File: config.mk
export PLATFORM = sky130hd
export DESIGN_NAME = uart_autobaud_ctrl
export DESIGN_NICKNAME = d
export VERILOG_FILES = /design/src/rtl/uart_pkg.sv /design/src/rtl/uart_rx_sync.sv /design/src/rtl/uart_autobaud_ctrl.sv
export SDC_FILE = /design/constraint.sdc
export NUM_CORES = 1
export LEC_CHECK = 0
export BUFFER_PORTS_ARGS = -buffer_cell sky130_fd_sc_hd__buf_2
export CAP_MARGIN = 5
export CORE_ASPECT_RATIO = 0.75
export CORE_MARGIN = 8
export CORE_UTILIZATION = 35
export DETAILED_ROUTE_END_ITERATION = 10
export HOLD_SLACK_MARGIN = 0.06
export MAX_ROUTING_LAYER = met4
export PLACE_DENSITY = 0.49
export SYNTH_ARGS = -nofsm -noshare
export SYNTH_HDL_FRONTEND = slang
export SYNTH_SLANG_ARGS = --single-unit
File: constraint.sdc
create_clock -name clk -period 4.8 [get_ports clk]
set_clock_uncertainty 0.1 [all_clocks]
set_input_delay 0.24 -clock clk [delete_from_list [all_inputs] [get_ports clk]]
set_output_delay 0.24 -clock clk [all_outputs]
set_load 0.03 [all_outputs]
File: src/rtl/uart_pkg.sv
// Shared definitions for the UART autobaud controller: FSM states and
// the constants describing the 0x55 sync character measurement.
package uart_pkg;

  typedef enum logic [2:0] {
    IDLE       = 3'd0,
    ARM        = 3'd1,
    WAIT_START = 3'd2,
    MEASURE    = 3'd3,
    STOP_CHK   = 3'd4,
    LOCK       = 3'd5,
    FAIL       = 3'd6
  } state_e;

  localparam logic [7:0] SYNC_CHAR     = 8'h55;
  localparam int         SYNC_EDGES    = 5;
  localparam int         BITS_MEASURED = 8;

endpackage

File: src/rtl/uart_rx_sync.sv
// Two-flop synchronizer for the raw RX line plus a falling-edge detector
// built from the synchronized value and its one-cycle-old copy.
module uart_rx_sync (
  input  logic clk,
  input  logic rst_n,
  input  logic rx,
  output logic rx_s,
  output logic fall
);

  logic meta_q;
  logic sync_q;
  logic prev_q;

  // Idle line is high, so the chain resets to 1 to avoid a phantom edge.
  always_ff @(posedge clk or negedge rst_n) begin
    if (!rst_n) begin
      meta_q <= 1'b1;
      sync_q <= 1'b1;
      prev_q <= 1'b1;
    end else begin
      meta_q <= rx;
      sync_q <= meta_q;
      prev_q <= sync_q;
    end
  end

  assign rx_s = sync_q;
  assign fall = prev_q & ~sync_q;

endmodule

File: src/rtl/uart_autobaud_ctrl.sv
// Autobaud controller: measures a 0x55 sync character on RX, derives the
// baud generator divisor and sequences the generator enable around loads.
module uart_autobaud_ctrl
  import uart_pkg::*;
#(
  parameter int DIV_W    = 16,
  parameter int OSR_LOG2 = 4,
  parameter int GUARD    = 16,
  parameter int CNT_W    = DIV_W + 3 + OSR_LOG2
) (
  input  logic             clk,
  input  logic             rst_n,
  input  logic             rx,
  input  logic             start,
  input  logic             manual_wr,
  input  logic [DIV_W-1:0] manual_div,
  output logic [DIV_W-1:0] divisor,
  output logic             baud_en,
  output logic             locked,
  output logic             busy,
  output logic             err
);

  localparam int MEAS_SHIFT = $clog2(BITS_MEASURED);
  localparam int S          = MEAS_SHIFT + OSR_LOG2;
  localparam int GW         = $clog2(GUARD + 1);
  localparam logic [CNT_W-1:0] CNT_MAX = {CNT_W{1'b1}};
  localparam logic [CNT_W:0]   HALF    = {{CNT_W{1'b0}}, 1'b1} << (S - 1);

  logic rx_s;
  logic fall;

  uart_rx_sync u_rx_sync (
    .clk   (clk),
    .rst_n (rst_n),
    .rx    (rx),
    .rx_s  (rx_s),
    .fall  (fall)
  );

  state_e           state_q, state_d;
  logic [GW-1:0]    guard_q, guard_d;
  logic [CNT_W-1:0] cnt_q, cnt_d;
  logic [CNT_W-1:0] meas_q, meas_d;
  logic [2:0]       edges_q, edges_d;
  logic [DIV_W-1:0] divisor_q, divisor_d;
  logic             baud_en_q, baud_en_d;
  logic             locked_q, locked_d;
  logic             busy_q, busy_d;
  logic             err_q, err_d;
  logic             en_pend_q, en_pend_d;
  logic             div_valid_q, div_valid_d;

  logic [CNT_W:0]   rnd_s;
  logic             q_ok_s;
  logic [CNT_W-1:0] stop_t_s;

  // meas spans 8 bit times; rounding to bit time in oversampled clocks.
  assign rnd_s    = ({1'b0, meas_q} + HALF) >> S;
  assign q_ok_s   = (rnd_s != '0) && (rnd_s[CNT_W:DIV_W] == '0);
  assign stop_t_s = (meas_q >> MEAS_SHIFT) + (meas_q >> (MEAS_SHIFT + 1));

  // Next-state and next-output computation.
  always_comb begin
    state_d     = state_q;
    guard_d     = guard_q;
    cnt_d       = cnt_q;
    meas_d      = meas_q;
    edges_d     = edges_q;
    divisor_d   = divisor_q;
    baud_en_d   = baud_en_q;
    locked_d    = locked_q;
    busy_d      = busy_q;
    err_d       = err_q;
    en_pend_d   = 1'b0;
    div_valid_d = div_valid_q;

    // Divisor loaded last cycle: the generator may run again from now on.
    if (en_pend_q) begin
      baud_en_d = 1'b1;
      locked_d  = 1'b1;
    end else begin
      en_pend_d = 1'b0;
    end

    if (manual_wr) begin
      state_d = IDLE;
      busy_d  = 1'b0;
      if (manual_div != '0) begin
        err_d       = 1'b0;
        baud_en_d   = 1'b0;
        divisor_d   = manual_div;
        en_pend_d   = 1'b1;
        div_valid_d = 1'b1;
      end else begin
        err_d = 1'b1;
      end
    end else begin
      case (state_q)
        IDLE: begin
          if (start) begin
            state_d   = ARM;
            busy_d    = 1'b1;
            baud_en_d = 1'b0;
            locked_d  = 1'b0;
            err_d     = 1'b0;
            guard_d   = '0;
          end else begin
            state_d = IDLE;
          end
        end
        ARM: begin
          if (!rx_s) begin
            guard_d = '0;
          end else if (guard_q == GW'(GUARD - 1)) begin
            state_d = WAIT_START;
            guard_d = '0;
          end else begin
            guard_d = guard_q + 1'b1;
          end
        end
        WAIT_START: begin
          if (fall) begin
            state_d = MEASURE;
            cnt_d   = '0;
            edges_d = 3'd1;
          end else begin
            state_d = WAIT_START;
          end
        end
        MEASURE: begin
          if (cnt_q == CNT_MAX) begin
            state_d = FAIL;
          end else if (fall && (edges_q == 3'(SYNC_EDGES - 1))) begin
            meas_d  = cnt_q + 1'b1;
            cnt_d   = '0;
            edges_d = 3'(SYNC_EDGES);
            state_d = STOP_CHK;
          end else begin
            cnt_d = cnt_q + 1'b1;
            if (fall) begin
              edges_d = edges_q + 3'd1;
            end else begin
              edges_d = edges_q;
            end
          end
        end
        STOP_CHK: begin
          // Sample RX mid stop bit, 1.5 bit times after the fifth edge.
          if (cnt_q == stop_t_s) begin
            if (rx_s && q_ok_s) begin
              state_d = LOCK;
            end else begin
              state_d = FAIL;
            end
          end else begin
            cnt_d = cnt_q + 1'b1;
          end
        end
        LOCK: begin
          divisor_d   = rnd_s[DIV_W-1:0];
          locked_d    = 1'b1;
          busy_d      = 1'b0;
          en_pend_d   = 1'b1;
          div_valid_d = 1'b1;
          state_d     = IDLE;
        end
        FAIL: begin
          err_d     = 1'b1;
          busy_d    = 1'b0;
          baud_en_d = div_valid_q;
          state_d   = IDLE;
        end
        default: begin
          state_d = IDLE;
          busy_d  = 1'b0;
        end
      endcase
    end
  end

  // State and output registers.
  always_ff @(posedge clk or negedge rst_n) begin
    if (!rst_n) begin
      state_q     <= IDLE;
      guard_q     <= '0;
      cnt_q       <= '0;
      meas_q      <= '0;
      edges_q     <= 3'd0;
      divisor_q   <= '0;
      baud_en_q   <= 1'b0;
      locked_q    <= 1'b0;
      busy_q      <= 1'b0;
      err_q       <= 1'b0;
      en_pend_q   <= 1'b0;
      div_valid_q <= 1'b0;
    end else begin
      state_q     <= state_d;
      guard_q     <= guard_d;
      cnt_q       <= cnt_d;
      meas_q      <= meas_d;
      edges_q     <= edges_d;
      divisor_q   <= divisor_d;
      baud_en_q   <= baud_en_d;
      locked_q    <= locked_d;
      busy_q      <= busy_d;
      err_q       <= err_d;
      en_pend_q   <= en_pend_d;
      div_valid_q <= div_valid_d;
    end
  end

  assign divisor = divisor_q;
  assign baud_en = baud_en_q;
  assign locked  = locked_q;
  assign busy    = busy_q;
  assign err     = err_q;

endmodule

## Yosys cells after proc, flatten, opt, wreduce, memory -nomap -nowiden

Index checks and enable logic that the tools add are counted.

| word-level totals | value |
|---|---|
| register bits | 82 |
| logic and storage cells | 116 |

| operators by class | value |
|---|---|
| add/sub/neg operators | 5 |
| equality and inequality tests | 22 |
| mux-type cells | 49 |
| bitwise logic cells | 4 |
| reduce and logical (&&, ||, !) cells | 21 |

Operators by type and width:

| kind | number |
|---|---|
| $mux W23 | 4 |
| $pmux W23 S3 | 1 |
| $mux W16 | 3 |
| $mux W3 | 10 |
| $add A23 B7 Y24 const B | 1 |
| $reduce_bool A24 Y1 | 1 |
| $add A23 B1 Y23 const B | 1 |
| $eq A23 B21 Y1 | 1 |
| $eq A23 B23 Y1 const B | 1 |
| $add A20 B19 Y21 | 1 |
| $mux W1 | 20 |
| $reduce_bool A16 Y1 | 1 |
| $mux W5 | 3 |
| $pmux W3 S5 | 1 |
| $eq A3 B3 Y1 const B | 4 |
| $ne A3 B3 Y1 const B | 4 |
| $pmux W5 S2 | 1 |
| $reduce_and A5 Y1 | 2 |
| $logic_not A8 Y1 | 1 |
| $ne A2 B2 Y1 const B | 4 |
| $pmux W1 S2 | 4 |
| $reduce_and A4 Y1 | 2 |
| $eq A3 B2 Y1 const B | 2 |
| $pmux W3 S2 | 1 |
| 17 further kinds | 27 |

## Longest topological paths before layout

Gate-level depths: netlist of the first run.

| logic depth | value |
|---|---|
| depth after elaboration | 8 |
| depth in mapped cells | 13 |
| gate-level depth less buffers | 11 |

## Hierarchy

Synthesis of the first run repeated with hierarchy kept, for this count alone.

| second synthesis, totals | value |
|---|---|
| cell total of the unflattened synthesis | 744 |
| area total of the unflattened synthesis | 5978.2 um^2 |

Modules (own cells, without submodules):

| module | instances | cells an instance | area an instance (um^2) |
|---|---|---|---|
| uart_autobaud_ctrl | 1 | 740 | 5885.6 |
| uart_rx_sync | 1 | 4 | 92.6 |

## Worst setup path after synthesis of the first run

No wires, ideal clock.

| path | value |
|---|---|
| path kind | flip-flop to flip-flop |
| start point | register meas_q[4] |
| end point | register cnt_q[14] |
| setup time | 0.096 ns |
| arrival | 3.540 ns |
| required time | 4.604 ns |
| setup slack | 1.064 ns |
| cell stages (with the launch flop) | 13 |
| period minus slack after synthesis | 3.736 ns |
| cell sequence | dfrtp_1 ha_1 fa_1 a211oi_4 o21ai_1 mux2_1 or4_1 or4_1 or2_1 buf_6 buf_8 a211o_1 o31ai_1 |

| on the way | value |
|---|---|
| word-level cells in the longest chain between the ends | 4 |

Ends and longest elaborated chain:

| item | line | text |
|---|---|---|
| from (decl) | uart_autobaud_ctrl.sv:44 | `logic [CNT_W-1:0] meas_q, meas_d;` |
| from (signal assigned) | uart_autobaud_ctrl.sv:201 | `meas_q <= meas_d;` |
| $add A20 B19 Y21 | uart_autobaud_ctrl.sv:61 | `assign stop_t_s = (meas_q >> MEAS_SHIFT) + (meas_q >> (MEAS_SHIFT + 1));` |
| $eq A23 B21 Y1 | uart_autobaud_ctrl.sv:150 | `if (cnt_q == stop_t_s) begin` |
| $ne A2 B2 Y1 (no source line) | - |  |
| $reduce_and A5 Y1 (no source line) | - |  |
| to (signal assigned) | uart_autobaud_ctrl.sv:200 | `cnt_q <= cnt_d;` |
| to (decl) | uart_autobaud_ctrl.sv:43 | `logic [CNT_W-1:0] cnt_q, cnt_d;` |

No other way between the ends.
A chain may end at the register's enable or synchronous reset.

## Worst setup path in the final report of the first run

| path | value |
|---|---|
| start point | register meas_q[19] |
| end point | register cnt_q[8] |

The elaborated chain is that of the path after synthesis.

==> results of run 1 <==
[synth_stat cells, types with 16 or more instances]
cell / n
nor2_1: 76
clkbuf_1: 30
xnor2_1: 28
nand2_1: 95
inv_1: 22
dfrtp_1: 76
xor2_1: 31
nand3_1: 43
a21oi_1: 58
ha_1: 24
o21ai_0: 59
nor3_1: 16
[registers in the layout, summed over array words and instances, names as in the netlist]
name,count
busy,1
guard_q,5
baud_en,1
locked,1
u_rx_sync.prev_q,1
en_pend_q,1
u_rx_sync.rx_s,1
state_q,3
err,1
divisor,16
edges_q,3
div_valid_q,1
cnt_q,23
u_rx_sync.meta_q,1
meas_q,20
[placed cells by master (no fill, tap or decap), drive strengths merged, types with 7 or more instances in the layout]
master | netlist | routed
or2 | 7 | 7
mux2i | 8 | 8
nor4 | 11 | 11
nand2 | 98 | 98
dfrtp | 76 | 76
inv | 22 | 25
or4 | 7 | 7
o211ai | 13 | 13
ha | 24 | 24
buf | 12 | 45
a21o | 14 | 14
and3 | 12 | 12
a21oi | 60 | 60
clkbuf | 31 | 10
nor2 | 76 | 76
xor2 | 31 | 31
nor2b | 7 | 7
nand3 | 43 | 43
xnor2 | 28 | 28
nand4 | 13 | 13
o21ai | 62 | 62
o21a | 8 | 8
a211oi | 8 | 8
nor3 | 16 | 16
[kinds of logic (layout without fill, tap and decap cells)]
kind of cell	Yosys count	after routing	synth area share (%)
buffers and inverters	65	85	4.56
multiplexers	11	11	1.83
AND/OR/NAND/NOR	318	318	24.7
XOR/XNOR	60	60	8.65
flip-flops	79	79	31.8
adder cells (fa/ha/maj)	25	25	5.14
AO/OA/AOI/OAI	219	219	23.3
[worst max-delay path by stage]
stage	start	end	slack (ps)
after global routing	meas_q[19]	cnt_q[8]	90
after global placement	meas_q[19]	cnt_q[20]	290
after detailed placement	meas_q[19]	cnt_q[20]	380
after CTS	meas_q[19]	cnt_q[20]	340
final	meas_q[19]	cnt_q[8]	290
after floorplan	meas_q[4]	cnt_q[14]	1060
[per-stage QoR]
step | total power [uW] | hold slack (ps)
after floorplan | 1450 | -156
after global placement | 1700 | 119
after detailed placement | 1700 | 128
after CTS | 2390 | 100
after global routing | 2520 | 114
final | 2380 | 103
[repair_timing]
action | in CTS | in global routing
gates resized for setup | 0 | 1
setup endpoints to repair | 0 | 8
endpoints found under the hold margin | 33 | 0
hold buffers | 2 | 0
[critical path: stages (launching register included)]
cell,delay [ps]
dfrtp_1,450
ha_1,450
a21o_1,260
a311oi_2,540
o221ai_1,230
or4_1,530
nor4_1,470
nand4_1,220
or4_1,550
a21oi_2,410
o21ai_0,160
[report_power, final]
group          internal [uW]  total (uW)  switching [uW]
clock                    371         671             300
sequential               755         894             139
combinational            303         817             514
[layer usage]
layer  part of all wire (%)  wire (um)
met1                     50      10300
met2                     42       8680
met3                    7.4       1530
met4                    1.0        218
met5                      0          0
[final cells by class]
cell class | count | area [um2]
repair buffers | 47 | 260
clock inverters | 6 | 50.0
fillers | 1848 | 10700
inverters | 22 | 82.6
clock buffers | 10 | 239
flip-flops and latches | 79 | 1980
multi-input cells | 633 | 3980
well taps | 242 | 303
==> flow_summary.ini, run 1 <==
[timing]
finalHoldViolations = 0
finalSetupTns_ps = 0
layout_setup_ws_ps = 295
finalSetupViolations = 0
worst_pin_slew_ps = 850
drv_slew = 0
fin_crit_ps = 4510
rsz0062_at_grt = no
fmax_mhz = 222
timing.slew.headroom_pct = 42.8
fin_crit_sh_pct = 93.9

[place]
dp_cells = 1021
gp_congestion = 0.924
pre_cts_slack_ps = 377
hpwl_mm = 16.3
place_area_um2 = 6580
portBuffers = 40

[routing]
wl_mm = 20.8
vias = 5945
drtAntennaViolNets = 0
drc_errors = 0
drtPass1Iterations = 5
wire_per_inst_um = 20.0
via_per_inst = 5.72
drtIter0Drc = 464

[synthesis]
synth.top_cell.area_share_pct = 30.5
ys_seq_elements = 79
synth_fp_nets = 823
netlist_instances = 777
synthArstFlopShare_pct = 100
yosys_most_used_dff = dfrtp_1
synth_area_leaders = dfrtp_1 31%, nand2_1 5.7%, ha_1 4.8%, o21ai_0 4.7%, a21oi_1 4.7%
avgSynthCellArea_um2 = 8.02
yosysTopAreaCell = dfrtp_1
ys_seq_area_share_pct = 31.8
ys_types = 74
synth_edf_count = 0
netlist_area_um2 = 6230
yosysWarnings = 0

[setup_path]
endpoint_kind = flop
crit_type = reg -> reg
critical_path.max_fanout = 9
r2r_start = meas_q[19]
worst_r2r_path_depth = 10
start_kind = flop
r2r_slack_ps = 290
rr_endpoint = cnt_q[8]
crit_required_ps = 4900
cp.arrival_ps = 4600

[floorplan]
num_io_pins = 41
start_util_pct = 35.5
num_rows = 42
die_w_um = 170
core_area_um2 = 17600
die_y_um = 132
dieArea_um2 = 22400

[final_layout]
final_core_util_pct = 39.3
n_antenna_cell = 0
design_area_um2 = 6890
layout-drive-gt1-share_pct = 11.9
area_delta_synth_final_pct = 10.5
fin_nets = 838
instances_no_fill = 1039

[grt]
grt.met1_usage_pct = 27.3
grt_pass1_wl_mm = 32.5
grtUsageMet3_pct = 4.13
grt_usage_pct = 18.9
antenna_found_initial = 0
grt-ovfl-total = 0
grt_max_degree = 46
top_usage_layer = met1
grt_pass1_vias = 5608
met2_usage_pct = 26.5

[hold_path]
holdPathStages = 3
hold-path-endpoint = divisor[9]
worstHoldStart = manual_div[9]
hp-class = in -> reg

[clock_tree]
insertion_delay_ps = 340
cts_tree = yes
root_buffer = clkbuf_16
clk_pin_slew_worst_paths_ps = 70
cts_made_buffers = 9
cts_setup_buffers = 0
clockBufferDepth = 2
cts_max_level = 3
cts.sinks = 79

[run_status]
status = finished, final reports clean

[pwr]
ir_drop_mv = 0.172
p_leak_uw = 0.00292
p_per_area_nw_per_um2 = 346

[job]
drv_cap = 0
(Power assumes the default switching activity.)
==> run 2, diff against run 1 <==
--- a/config.mk
+++ b/config.mk
@@ -5,12 +5,13 @@
 export SDC_FILE = /design/constraint.sdc
 export NUM_CORES = 1
 export LEC_CHECK = 0
-export BUFFER_PORTS_ARGS = -buffer_cell sky130_fd_sc_hd__buf_2
+export BUFFER_PORTS_ARGS = -buffer_cell sky130_fd_sc_hd__buf_4
 export CAP_MARGIN = 5
 export CORE_ASPECT_RATIO = 0.75
 export CORE_MARGIN = 8
 export CORE_UTILIZATION = 35
 export DETAILED_ROUTE_END_ITERATION = 10
+export GPL_TIMING_DRIVEN = 1
 export HOLD_SLACK_MARGIN = 0.06
 export MAX_ROUTING_LAYER = met4
 export PLACE_DENSITY = 0.49
==> flow_summary.ini, run 2 (same netlist as run 1, synthesis figures left out) <==
[floorplan]
num_io_pins = 41
die_w_um = 170
dieArea_um2 = 22400
num_rows = 42
core_area_um2 = 17600
start_util_pct = 35.5
die_y_um = 132

[setup_path]
worst_r2r_path_depth = 11
critical_path.max_fanout = 13
rr_endpoint = cnt_q[20]
crit_type = reg -> reg
start_kind = flop
crit_required_ps = 4930
r2r_start = meas_q[4]
worstSetupStartpoint = meas_q[4]
cp.arrival_ps = 4560
endpoint_kind = flop
r2r_slack_ps = 370

[routing]
wire_per_inst_um = 20.5
wl_mm = 21.3
drtPass1Iterations = 5
drtAntennaViolNets = 0
drtIter0Drc = 525
via_per_inst = 5.72
vias = 5938
drc_errors = 0

[grt]
grt_max_degree = 80
grt_pass1_vias = 5812
antenna_found_initial = 0
grt_usage_pct = 19.4
grt_pass1_wl_mm = 33.5
grt-ovfl-total = 0

[clock_tree]
cts_resized = 0
clk_pin_slew_worst_paths_ps = 60
cts_made_buffers = 9
root_buffer = clkbuf_16
insertion_delay_ps = 340
cts_tree = yes
cts_max_level = 3
clockBufferDepth = 2
cts.sinks = 79

[final_layout]
largest_register_ffs = 23
layout-drive-gt1-share_pct = 11.6
most-common-layout-cells = 95 x nand2_1, 76 x nor2_1, 76 x dfrtp_1
final_common_cell = nand2_1
regMostFlops = cnt_q
multiInputGateArea_um2 = 3970
n_antenna_cell = 0
seqCellArea_um2 = 1980
area_delta_synth_final_pct = 12.4
fillerInstances = 1840
fin_nets = 837

[pwr]
p_per_area_nw_per_um2 = 353
power_uw = 2480
ir_drop_mv = 0.181
p_leak_uw = 0.00296

[timing]
fin_crit_ps = 4430
drv_slew = 0
fin_crit_sh_pct = 92.3
finalSetupTns_ps = 0
finalHoldViolations = 0
worst_pin_slew_ps = 1220
rsz0062_at_grt = no
fmax_mhz = 226
finalSetupViolations = 0
timing.slew.headroom_pct = 18.6

[hold_path]
holdPathStages = 3
hold-path-endpoint = divisor[6]
worstHoldStart = manual_div[6]
hp-class = in -> reg

[place]
gp_congestion = 0.935
portBuffers = 40
hpwl_mm = 16.7

[run_status]
status = finished, final reports clean

[job]
drv_cap = 0
[run 2: cell types whose count changed in the layout (fill, tap and decap cells not counted), sizes merged]
| cell | delta |
|---|---|
| inv | -2 |
| bufinv | +2 |
| clkinv | +1 |
| buf | -1 |
| clkinvlp | -1 |
[run 2: worst max path at each step]
stage | to | slack [ps] | cells past startpoint
3_5_place_dp | cnt_q[20] | 420 | 11
5_1_grt | cnt_q[3] | 90 | 11
6_report | cnt_q[20] | 370 | 11
3_3_place_gp | cnt_q[20] | 480 | 11
4_1_cts | cnt_q[20] | 400 | 11
2_1_floorplan | cnt_q[14] | 1060 | 12
[run 2: repair_timing]
action                     CTS  global route
hold endpoints to repair    77             0
buffers inserted             0             0
hold buffers                 2             0
setup endpoints to repair    0             0
[run 2: stage by stage]
step                      hold slack, ps  worst slack, ps  instances  area (um2)  utilization, %
final                                105              369       1038        7010            39.9
after CTS                           93.4              396       1038        7010            39.9
after global routing                 109             93.5       1038        7010            39.9
after detailed placement             247              415       1020        6670            38.0
after floorplan                     -156             1060        777        6230               -
after global placement               249              478       1020        6670            38.0
[run 2: worst max-delay path, stage by stage (launching register included)]
cell     delay [ps]
dfrtp_1         430
ha_1            240
fa_1            450
xor2_1          180
nor4_1          450
nand3_1         190
or4_1           520
nor4_1          320
nand4_1         180
nor4_2          380
o22ai_1         480
a31o_2          400
[run 2: power breakdown]
group | internal, uW | switching [uW] | leakage (uW)
Combinational | 318 | 512 | 0.00181
Sequential | 755 | 140 | 0.000997
Clock | 460 | 292 | 0.000153
[run 2: layout make-up]
type,instances,area share [%]
multi-input cells,633,56.6
clock inverters,6,1.34
repair buffers,46,5.00
flip-flops and latches,79,28.3
well taps,242,4.32
inverters,22,1.18
clock buffers,10,3.27
[run 2: routing by layer]
layer | global-route usage, % | wire [um]
met4 | 3.26 | 191
met2 | 27.4 | 8880
met1 | 28.0 | 10700
met5 | - | 0
met3 | 4.58 | 1520
==> run 3, diff against run 2 <==
--- a/config.mk
+++ b/config.mk
@@ -7,6 +7,8 @@
 export LEC_CHECK = 0
 export BUFFER_PORTS_ARGS = -buffer_cell sky130_fd_sc_hd__buf_4
 export CAP_MARGIN = 5
+export CELL_PAD_IN_SITES_DETAIL_PLACEMENT = 1
+export CELL_PAD_IN_SITES_GLOBAL_PLACEMENT = 2
 export CORE_ASPECT_RATIO = 0.75
 export CORE_MARGIN = 8
 export CORE_UTILIZATION = 35
@@ -14,7 +16,7 @@
 export GPL_TIMING_DRIVEN = 1
 export HOLD_SLACK_MARGIN = 0.06
 export MAX_ROUTING_LAYER = met4
-export PLACE_DENSITY = 0.49
+export PLACE_DENSITY = 0.75
 export SYNTH_ARGS = -nofsm -noshare
 export SYNTH_HDL_FRONTEND = slang
 export SYNTH_SLANG_ARGS = --single-unit
==> flow_summary.ini, run 3 (same netlist as run 1, synthesis figures left out) <==
[run_status]
status = finished, final reports clean

[floorplan]
num_rows = 42
die_w_um = 170
num_io_pins = 41
core_area_um2 = 17600
die_y_um = 132
start_util_pct = 35.5
dieArea_um2 = 22400

[clock_tree]
cts_made_buffers = 9
cts_max_level = 3
clockBufferDepth = 2
cts_resized = 0
cts_tree = yes
root_buffer = clkbuf_16
cts.sinks = 79
cts_setup_buffers = 0
insertion_delay_ps = 350
clk_pin_slew_worst_paths_ps = 60

[final_layout]
most-common-layout-cells = 95 x nand2_1, 76 x nor2_1, 76 x dfrtp_1
instances_no_fill = 1040
regMostFlops = cnt_q
final_common_cell = nand2_1
layout-drive-gt1-share_pct = 11.8
n_antenna_cell = 0
fin_nets = 839
area_delta_synth_final_pct = 12.6
largest_register_ffs = 23

[timing]
finalHoldViolations = 0
timing.slew.headroom_pct = 16.6
fin_crit_sh_pct = 90.6
fin_crit_ps = 4350
worst_pin_slew_ps = 1250
hold_slack_ps = 93.0
layout_setup_ws_ps = 453
finalSetupTns_ps = 0
finalSetupViolations = 0
drv_slew = 0
rsz0062_at_grt = no
fmax_mhz = 230

[grt]
grt_usage_pct = 21.0
top_usage_layer = met2
grt.met1_usage_pct = 29.9
grt-ovfl-total = 0
antenna_found_initial = 0
grt_pass1_vias = 6162
met2_usage_pct = 30.2
grtUsageMet3_pct = 3.47
grt_max_degree = 60
grt_pass1_wl_mm = 35.9

[place]
pre_cts_slack_ps = 553
portBuffers = 40
gp_congestion = 0.993
dp_cells = 1022
hpwl_mm = 17.8

[pwr]
p_per_area_nw_per_um2 = 357
seqPwrFrac_pct = 36.1
power_uw = 2510
p_switching_uw = 974
ir_drop_mv = 0.155
clockPowerShare_pct = 30.6
combinationalPowerShare_pct = 33.4
p_int_uw = 1530
p_leak_uw = 0.00297
netSwitchingFraction_pct = 38.8

[setup_path]
endpoint_kind = flop
crit_required_ps = 4930
crit_chain = ha_1 > a21o_1 > a311oi_2 > o221ai_1 > or4_1 > nor4_1 > nand4_1 > nor4_2 > o22ai_1 > a32o_1
cp_num_cells = 10
cp.arrival_ps = 4480
max_stage_delay_ps = 540
worst_r2r_path_depth = 10
start_kind = flop
cp_slowest_cell = or4_1
crit_buf_inv = 0
crit_family = compound AO/OA/AOI/OAI gates
crit_type = reg -> reg
critical_path.max_fanout = 13

[hold_path]
hp-class = in -> reg
holdPathStages = 3

[routing]
drc_errors = 0
wl_mm = 22.5
via_per_inst = 5.87
drtAntennaViolNets = 0
wire_per_inst_um = 21.7
drtPass1Iterations = 5
drtIter0Drc = 523
vias = 6104

[job]
drv_cap = 0
==> run 3: cell count changes in the layout (fill, tap and decap cells not counted), sizes merged <==
cell / previous run / this run
buf: 44 / 46
clkinvlp: 1 / 0
inv: 23 / 24
==> run 3: final timing paths <==
check                                  from        endpoint  slack (ps)
hold reg to reg            u_rx_sync.meta_q  u_rx_sync.rx_s         260
setup / recovery                 meas_q[19]        cnt_q[3]         450
hold / removal                manual_div[1]      divisor[1]          90
min in group asynchronous             rst_n        cnt_q[9]         210
setup reg to reg                 meas_q[19]        cnt_q[3]         450
max in group asynchronous             rst_n      divisor[7]        3290
==> run 3: layout make-up <==
type / instances / area [um2]
fill: 2132 / 10500
multi-input combinational: 633 / 3970
sequential: 79 / 1980
timing repair buffer: 48 / 365
tap: 242 / 303
clock buffer: 10 / 229
clock inverter: 6 / 91.3
inverter: 22 / 82.6
==> run 3: metrics by stage <==
stage	util [%]	instance area (um2)
after global routing	40.0	7020
after global placement	38.1	6680
after detailed placement	38.1	6680
final	40.0	7020
after floorplan	-	6230
after CTS	40.0	7020
==> run 3: repair_timing <==
action / in CTS / in global routing
endpoints found under the setup margin: 0 / 0
hold endpoints to repair: 21 / 0
hold buffers: 2 / 0
==> run 3: power groups by stage <==
| stage | logic (uW) | clock network [uW] | registers [uW] |
|---|---|---|---|
| 2_1_floorplan | 570 | 0 | 880 |
| 3_3_place_gp | 811 | 0 | 907 |
| 3_5_place_dp | 825 | 0 | 916 |
| 4_1_cts | 833 | 785 | 903 |
| 5_1_grt | 918 | 805 | 924 |
| 6_report | 837 | 766 | 904 |
==> run 3: routing by layer <==
layer / wire [um] / share of wire (%)
met5: 0 / 0
met4: 386 / 1.7
met3: 1190 / 5.3
met2: 9750 / 43
met1: 11200 / 50
==> run 3: worst register-to-register path, delay by kind of cell (launching register included) <==
family | cells | cell delay [ps]
AO/OA/AOI/OAI | 5 | 1840
adder cells (fa/ha/maj) | 1 | 440
flip-flops | 1 | 430
AND/OR/NAND/NOR | 4 | 1420
